$ cat config.mk
export PLATFORM = sky130hd
export DESIGN_NAME = ev_retire_stage
export DESIGN_NICKNAME = d
export VERILOG_FILES = /design/src/rtl/ev_retire_stage.sv
export SDC_FILE = /design/constraint.sdc
export NUM_CORES = 1
export LEC_CHECK = 0
export CAP_MARGIN = 20
export CORE_MARGIN = 3
export CORE_UTILIZATION = 49
export CTS_CLUSTER_DIAMETER = 200
export DETAILED_ROUTE_END_ITERATION = 6
export PLACE_DENSITY = 0.78
export RECOVER_POWER = 25
export SLEW_MARGIN = 20
export SYNTH_ARGS = -nofsm -noshare
export SYNTH_HDL_FRONTEND = slang
export SYNTH_SLANG_ARGS = --single-unit
$ cat constraint.sdc
create_clock -name clk -period 10.7 [get_ports clk]
set_input_delay 1.07 -clock clk [delete_from_list [all_inputs] [get_ports clk]]
set_output_delay 1.07 -clock clk [all_outputs]
set_load 0.02 [all_outputs]
$ cat src/rtl/ev_retire_stage.sv
// Retire stage: strips the just-executed instruction's bits off the front of thread.opcodes
// and hands the event downstream through a registered valid/ready port with a 2-entry skid.
module ev_retire_stage #(
    parameter int unsigned OPC_W   = 64,
    parameter int unsigned SHIFT_W = $clog2(OPC_W + 1),
    parameter int unsigned COUNT_W = 32,
    parameter int unsigned EV_W    = 160,
    parameter int unsigned OPC_LSB = 0
) (
    input  logic               clk,
    input  logic               rst,
    input  logic               in_valid,
    output logic               in_ready,
    input  logic [EV_W-1:0]    in_ev,
    input  logic [SHIFT_W-1:0] in_shift,
    output logic               out_valid,
    input  logic               out_ready,
    output logic [EV_W-1:0]    out_ev,
    output logic               out_done,
    output logic [COUNT_W-1:0] retired_count,
    output logic               shift_err
);

    logic [EV_W-1:0]    m_ev_q, m_ev_d, s_ev_q, s_ev_d;
    logic               m_done_q, m_done_d, s_done_q, s_done_d;
    logic               m_valid_q, m_valid_d, s_valid_q, s_valid_d;
    logic               in_ready_q, in_ready_d;
    logic [COUNT_W-1:0] count_q, count_d;
    logic               err_q, err_d;

    logic               acc, drn, over;
    logic [SHIFT_W-1:0] s_sat;
    logic [OPC_W-1:0]   opc_old, opc_new;
    logic [EV_W-1:0]    x_ev;
    logic               x_done;

    // Opcode index 0 is the field MSB, so retiring bits is a left shift of the field.
    always_comb begin
        over    = in_shift > SHIFT_W'(OPC_W);
        s_sat   = over ? SHIFT_W'(OPC_W) : in_shift;
        opc_old = in_ev[OPC_LSB +: OPC_W];
        opc_new = (s_sat >= SHIFT_W'(OPC_W)) ? '0 : (opc_old << s_sat);
        x_ev    = in_ev;
        x_ev[OPC_LSB +: OPC_W] = opc_new;
        x_done  = (opc_new == '0);
    end

    always_comb begin
        acc       = in_valid & in_ready_q;
        drn       = m_valid_q & out_ready;
        m_ev_d    = m_ev_q;
        m_done_d  = m_done_q;
        m_valid_d = m_valid_q;
        s_ev_d    = s_ev_q;
        s_done_d  = s_done_q;
        s_valid_d = s_valid_q;
        count_d   = acc ? count_q + COUNT_W'(1) : count_q;
        err_d     = err_q | (acc & over);

        if (!m_valid_q || drn) begin
            if (s_valid_q) begin
                m_ev_d    = s_ev_q;
                m_done_d  = s_done_q;
                m_valid_d = 1'b1;
                if (acc) begin
                    s_ev_d   = x_ev;
                    s_done_d = x_done;
                end else begin
                    s_valid_d = 1'b0;
                end
            end else if (acc) begin
                m_ev_d    = x_ev;
                m_done_d  = x_done;
                m_valid_d = 1'b1;
                s_valid_d = 1'b0;
            end else begin
                m_valid_d = 1'b0;
                s_valid_d = 1'b0;
            end
        end else if (acc) begin
            // M is stalled; in_ready guarantees S is free here.
            s_ev_d    = x_ev;
            s_done_d  = x_done;
            s_valid_d = 1'b1;
        end

        in_ready_d = !s_valid_d;
    end

    always_ff @(posedge clk or posedge rst) begin
        if (rst) begin
            m_ev_q     <= '0;
            m_done_q   <= 1'b0;
            m_valid_q  <= 1'b0;
            s_ev_q     <= '0;
            s_done_q   <= 1'b0;
            s_valid_q  <= 1'b0;
            in_ready_q <= 1'b0;
            count_q    <= '0;
            err_q      <= 1'b0;
        end else begin
            m_ev_q     <= m_ev_d;
            m_done_q   <= m_done_d;
            m_valid_q  <= m_valid_d;
            s_ev_q     <= s_ev_d;
            s_done_q   <= s_done_d;
            s_valid_q  <= s_valid_d;
            in_ready_q <= in_ready_d;
            count_q    <= count_d;
            err_q      <= err_d;
        end
    end

    assign in_ready      = in_ready_q;
    assign out_valid     = m_valid_q;
    assign out_ev        = m_ev_q;
    assign out_done      = m_done_q & m_valid_q;
    assign retired_count = count_q;
    assign shift_err     = err_q;

endmodule

==> impl_results.html <==
<table>
<tr><th>Metric</th><th>Value</th></tr>
<tr><th colspan="2">Clocking</th></tr>
<tr><td>Clock Root Buffer</td><td>clkbuf_16</td></tr>
<tr><td>Clk Latency, worst-skew pair</td><td>0.56 ns</td></tr>
<tr><td># hold bufs at CTS</td><td>0</td></tr>
<tr><td>Clock-pin transition on the worst setup and hold timing paths</td><td>roughly 0.060 ns</td></tr>
<tr><td>CTS tree</td><td>done</td></tr>
<tr><td>Buffer depth of the longest clock path</td><td>3</td></tr>
<tr><td>Setup fix buffers added after clock tree synthesis</td><td>0</td></tr>
<tr><td># clock sinks</td><td>around 360</td></tr>
<tr><td>CTS resizes</td><td>0</td></tr>
<tr><td>Total CTS buffers</td><td>39</td></tr>
<tr><td>CTS H-Tree Depth</td><td>2</td></tr>
<tr><th colspan="2">Die</th></tr>
<tr><td>Width of the chip</td><td>210 um</td></tr>
<tr><td>Area of the die</td><td>about 44000 sq um</td></tr>
<tr><td>Number of primary I/O pins</td><td>~370</td></tr>
<tr><td>Starting Density</td><td>between 40 and 50%</td></tr>
<tr><td>Number of placement rows</td><td>74</td></tr>
<tr><td>Area inside the core boundary</td><td>approximately 40000 sq um</td></tr>
<tr><td>Vertical die dimension</td><td>between 200 and 250 um</td></tr>
<tr><th colspan="2">Synth</th></tr>
<tr><td>Most instantiated flip-flop cell in the synthesis netlist</td><td>dfrtp_1</td></tr>
<tr><td>Fraction of registers with async set/reset</td><td>100%</td></tr>
<tr><td>Area fraction in compound gates after synthesis</td><td>about 18%</td></tr>
<tr><td>Adder and majority gate portion of the synthesized area</td><td>0.0612%</td></tr>
<tr><td>Share of the synthesized area in the top cell type</td><td>a little over two fifths</td></tr>
<tr><td>Dominant combinational cell family by area after synthesis</td><td>compound AO/OA/AOI/OAI gates</td></tr>
<tr><td>Leading area contributor after synthesis</td><td>dfrtp_1</td></tr>
<tr><td>Sequential-to-total area share from yosys stat</td><td>a little over two fifths</td></tr>
<tr><td>Number of unique standard cell types used by synthesis</td><td>between 80 and 90</td></tr>
<tr><td>Post-Synthesis Net Count</td><td>roughly 2300</td></tr>
<tr><td>Proportion of synthesized area in mux cells</td><td>between 10% and 20%</td></tr>
<tr><td>Post-Syn Area</td><td>20400 sq um</td></tr>
<tr><td>Number of enable-type register cells in the synthesized netlist</td><td>0</td></tr>
<tr><td>Synthesis warning total</td><td>0</td></tr>
<tr><td>Main area contributors after synthesis</td><td>dfrtp_1 (44%), mux2i_1 (9.7%), o21ai_0 (6.5%)</td></tr>
<tr><td>Share of synthesized cell area in and, or, nand and nor gates</td><td>15.1%</td></tr>
<tr><td>Synthesized area divided by synthesized cell count</td><td>~9.4 sq um</td></tr>
<tr><td>Post-Syn Instances</td><td>2175</td></tr>
<tr><td>Flop and latch count out of synthesis</td><td>between 300 and 400</td></tr>
<tr><td>Xor and xnor fraction of the mapped netlist area</td><td>about 1.3%</td></tr>
<tr><th colspan="2">Detailed routing</th></tr>
<tr><td>TritonRoute pass-1 iters</td><td>6</td></tr>
<tr><td>Routed WL</td><td>76.5 mm</td></tr>
<tr><td>Residual antenna-violating net count after detailed routing</td><td>0</td></tr>
<tr><td>DR WL/cell</td><td>between 20 and 30 um</td></tr>
<tr><td>Drt first-iter violations</td><td>2148</td></tr>
<tr><td>Detailed-route vias per instance</td><td>around 6.3</td></tr>
<tr><td>Total via count in the routed design</td><td>18959</td></tr>
<tr><td>DRC</td><td>0</td></tr>
<tr><th colspan="2">Worst setup path</th></tr>
<tr><td>Category of the worst setup path capture point</td><td>asynchronous set/reset pin</td></tr>
<tr><td>Highest net fanout along the worst path</td><td>between 150 and 200</td></tr>
<tr><td>Critical path required time</td><td>approximately 10 ns</td></tr>
<tr><td>CP max-delay cell</td><td>clkbuf_2</td></tr>
<tr><td>Count of buffer and inverter cells on the critical path</td><td>3</td></tr>
<tr><td>Cells along the critical path</td><td>dlygate4sd3_1, clkinvlp_2, clkbuf_2</td></tr>
<tr><td>Number of cells on the critical path</td><td>3</td></tr>
<tr><td>Startpoint Class</td><td>input port</td></tr>
<tr><td>Top delay family on crit path</td><td>buffers and inverters</td></tr>
<tr><td>R2r worst-path depth</td><td>6</td></tr>
<tr><td>Data arrival, critical path</td><td>roughly 5.7 ns</td></tr>
<tr><td>Critical setup path kind</td><td>input port to asynchronous set/reset pin</td></tr>
<tr><td>Slowest Stage Delay on Critical Path</td><td>approximately 2.8 ns</td></tr>
<tr><th colspan="2">Place</th></tr>
<tr><td>Number of buffers inserted by port buffering</td><td>366</td></tr>
<tr><td>Dpl hpwl</td><td>roughly 54 mm</td></tr>
<tr><td>Number of instances in the placed design</td><td>2932</td></tr>
<tr><td>Pre-CTS worst setup slack</td><td>4.82 ns</td></tr>
<tr><td>GPL Wtd Cong</td><td>between 1 and 1.5</td></tr>
<tr><td>Area after DPL</td><td>24300 sq um</td></tr>
<tr><th colspan="2">STA</th></tr>
<tr><td>Finish-stage setup viols</td><td>0</td></tr>
<tr><td>Final period util</td><td>a little under three fifths</td></tr>
<tr><td>Total negative setup slack</td><td>0 ns</td></tr>
<tr><td>RSZ-0062 raised after global routing</td><td>false</td></tr>
<tr><td>Normalized max-slew margin</td><td>-160%</td></tr>
<tr><td>Endpoints failing hold</td><td>0</td></tr>
<tr><td>Worst clock skew on the final layout</td><td>0.0314 ns</td></tr>
<tr><td>Fin Hold WS</td><td>0.467 ns</td></tr>
<tr><td>Maximum frequency from static timing analysis</td><td>about 170 MHz</td></tr>
<tr><td>Final Max Slew Viols</td><td>200</td></tr>
<tr><td>Pin slew with the least headroom to its limit</td><td>3.89 ns</td></tr>
<tr><td>Post-route setup slack</td><td>4.77 ns</td></tr>
<tr><td>Fin crit period</td><td>between 5 and 6 ns</td></tr>
<tr><th colspan="2">Min path</th></tr>
<tr><td>Type of the most critical hold path</td><td>flop to flop</td></tr>
<tr><td>Worst hold path stage count</td><td>1</td></tr>
<tr><th colspan="2">Global route</th></tr>
<tr><td>Global-route wire length before repair</td><td>around 120 mm</td></tr>
<tr><td>Largest net degree at the start of global routing</td><td>around 290</td></tr>
<tr><td>Global-route usage over all layers</td><td>33.7%</td></tr>
<tr><td>GRT Residual Overflow</td><td>0</td></tr>
<tr><td>Number of antenna violations at the first check in global routing</td><td>4</td></tr>
<tr><td>Vias in the first global route</td><td>around 19000</td></tr>
<tr><th colspan="2">Power</th></tr>
<tr><td>PD cells</td><td>245 nW/um^2</td></tr>
<tr><td>Cell leakage power</td><td>about 11 nW</td></tr>
<tr><td>Worst vdd ir</td><td>0.179 mV</td></tr>
<tr><td>Sum of internal, switching and leakage power</td><td>approximately 6.3 mW</td></tr>
<tr><th colspan="2">Cells and area</th></tr>
<tr><td>Layout-stage area growth over the synthesis result</td><td>25.2%</td></tr>
<tr><td>Layout filler cell count</td><td>around 3400</td></tr>
<tr><td>Fraction of final layout cells sized beyond drive strength 1</td><td>10.0%</td></tr>
<tr><td>Non-Filler Instances</td><td>around 3000</td></tr>
<tr><td>Finished Cell Area</td><td>between 20000 and 30000 sq um</td></tr>
<tr><td>End-of-flow core utilization</td><td>around 62%</td></tr>
<tr><td>Final nets</td><td>between 2000 and 3000</td></tr>
<tr><th colspan="2">Flow run</th></tr>
<tr><td>Max-cap violations</td><td>2</td></tr>
<tr><th colspan="2">Outcome</th></tr>
<tr><td>Failing checks</td><td>capacitance limit, slew limit</td></tr>
<tr><td>Result of the run</td><td>complete, but fails checks</td></tr>
</table>
-- final timing paths --
kind                              from     endpoint  slack [ns]
min in group asynchronous          rst    out_ev[6]        1.43
max in group clk           in_shift[6]     s_done_q        5.28
hold reg to reg              shift_err    shift_err        0.47
setup / recovery                   rst  s_ev_q[155]        4.77
hold / removal               shift_err    shift_err        0.47
setup reg to reg             s_valid_q   out_ev[50]        6.79
-- synthesized netlist by cell type (all sizes together) (12+ instances only) --
master,n
inv,14
buf,68
clkbuf,105
nand4,28
nand2b,17
a22oi,45
nor2,144
o21ai,274
o22a,17
dfrtp,358
nand2,331
o211ai,24
mux2,114
o2111ai,12
o31ai,12
mux2i,199
a2bb2oi,23
o22ai,48
xnor2,24
nand3,37
nor3b,32
a21oi,84
nor3,26
-- power breakdown --
group	internal [mW]	switching [mW]	total (mW)	leakage, nW
Sequential	1.92	0.336	2.25	4.52
Clock	0.818	0.540	1.36	0.644
Combinational	1.13	1.55	2.67	5.62
Total	3.86	2.42	6.28	10.8
-- placed cells by master (no fill, tap or decap), types with 17 or more instances in the layout --
master | Yosys | routed
o22a_1 | 17 | 17
dfrtp_1 | 358 | 357
xnor2_1 | 24 | 24
o211ai_1 | 20 | 20
mux2_2 | 111 | 111
clkbuf_16 | 0 | 39
nand4_1 | 28 | 28
nand2b_1 | 17 | 17
nor3b_1 | 29 | 29
a21oi_1 | 83 | 83
nand2_1 | 331 | 331
a22oi_1 | 44 | 44
buf_4 | 12 | 29
o21ai_0 | 266 | 266
nor2_1 | 144 | 144
dlygate4sd3_1 | 0 | 69
nand3_1 | 37 | 37
nor3_1 | 26 | 26
a2bb2oi_1 | 23 | 23
o22ai_1 | 48 | 48
mux2i_1 | 199 | 199
clkdlybuf4s50_1 | 0 | 294
-- state kept, by name, indices dropped and copies added, names as in the netlist --
register       flops
in_ready           1
m_done_q           1
out_ev           160
out_valid          1
retired_count     32
s_done_q           1
s_ev_q           160
s_valid_q          1
shift_err          1
-- worst reg2reg max path, cell delays in order, from the launching register on --
cell,delay (ns)
dfrtp_4,0.79
buf_4,0.75
buf_4,0.76
buf_4,0.93
nor2_1,0.16
a21oi_1,0.25
o21ai_0,0.12
-- cell type report --
type	count	area [sq um]	share of cell area, %
diodes	4	10.0	0.0391
clock buffers	60	1190	4.67
clock inverters	8	119	0.465
inverters	15	57.6	0.225
multi-input cells	1629	10600	41.6
flip-flops and latches	358	8960	35.0
well taps	532	666	2.60
repair buffers	399	3950	15.4
-- routing by layer --
metal  vias up  wire, um  share of wire (%)  GRT usage, %
li1       8439         -                  -             -
met1      9347     30300                 40          43.8
met2       964     36000                 47          55.4
met3       207      6980                9.1          7.72
met4         2      3220                4.2          12.3
met5         -        17              0.022             0
-- logic make-up after synthesis --
logic type | count (synthesis)
AND/OR/NAND/NOR | 673
flip-flops | 358
adder cells (fa/ha/maj) | 1
multiplexers | 323
XOR/XNOR | 31
buffers and inverters | 188
AO/OA/AOI/OAI | 601
Note: power is estimated with default switching activity, not from simulation.
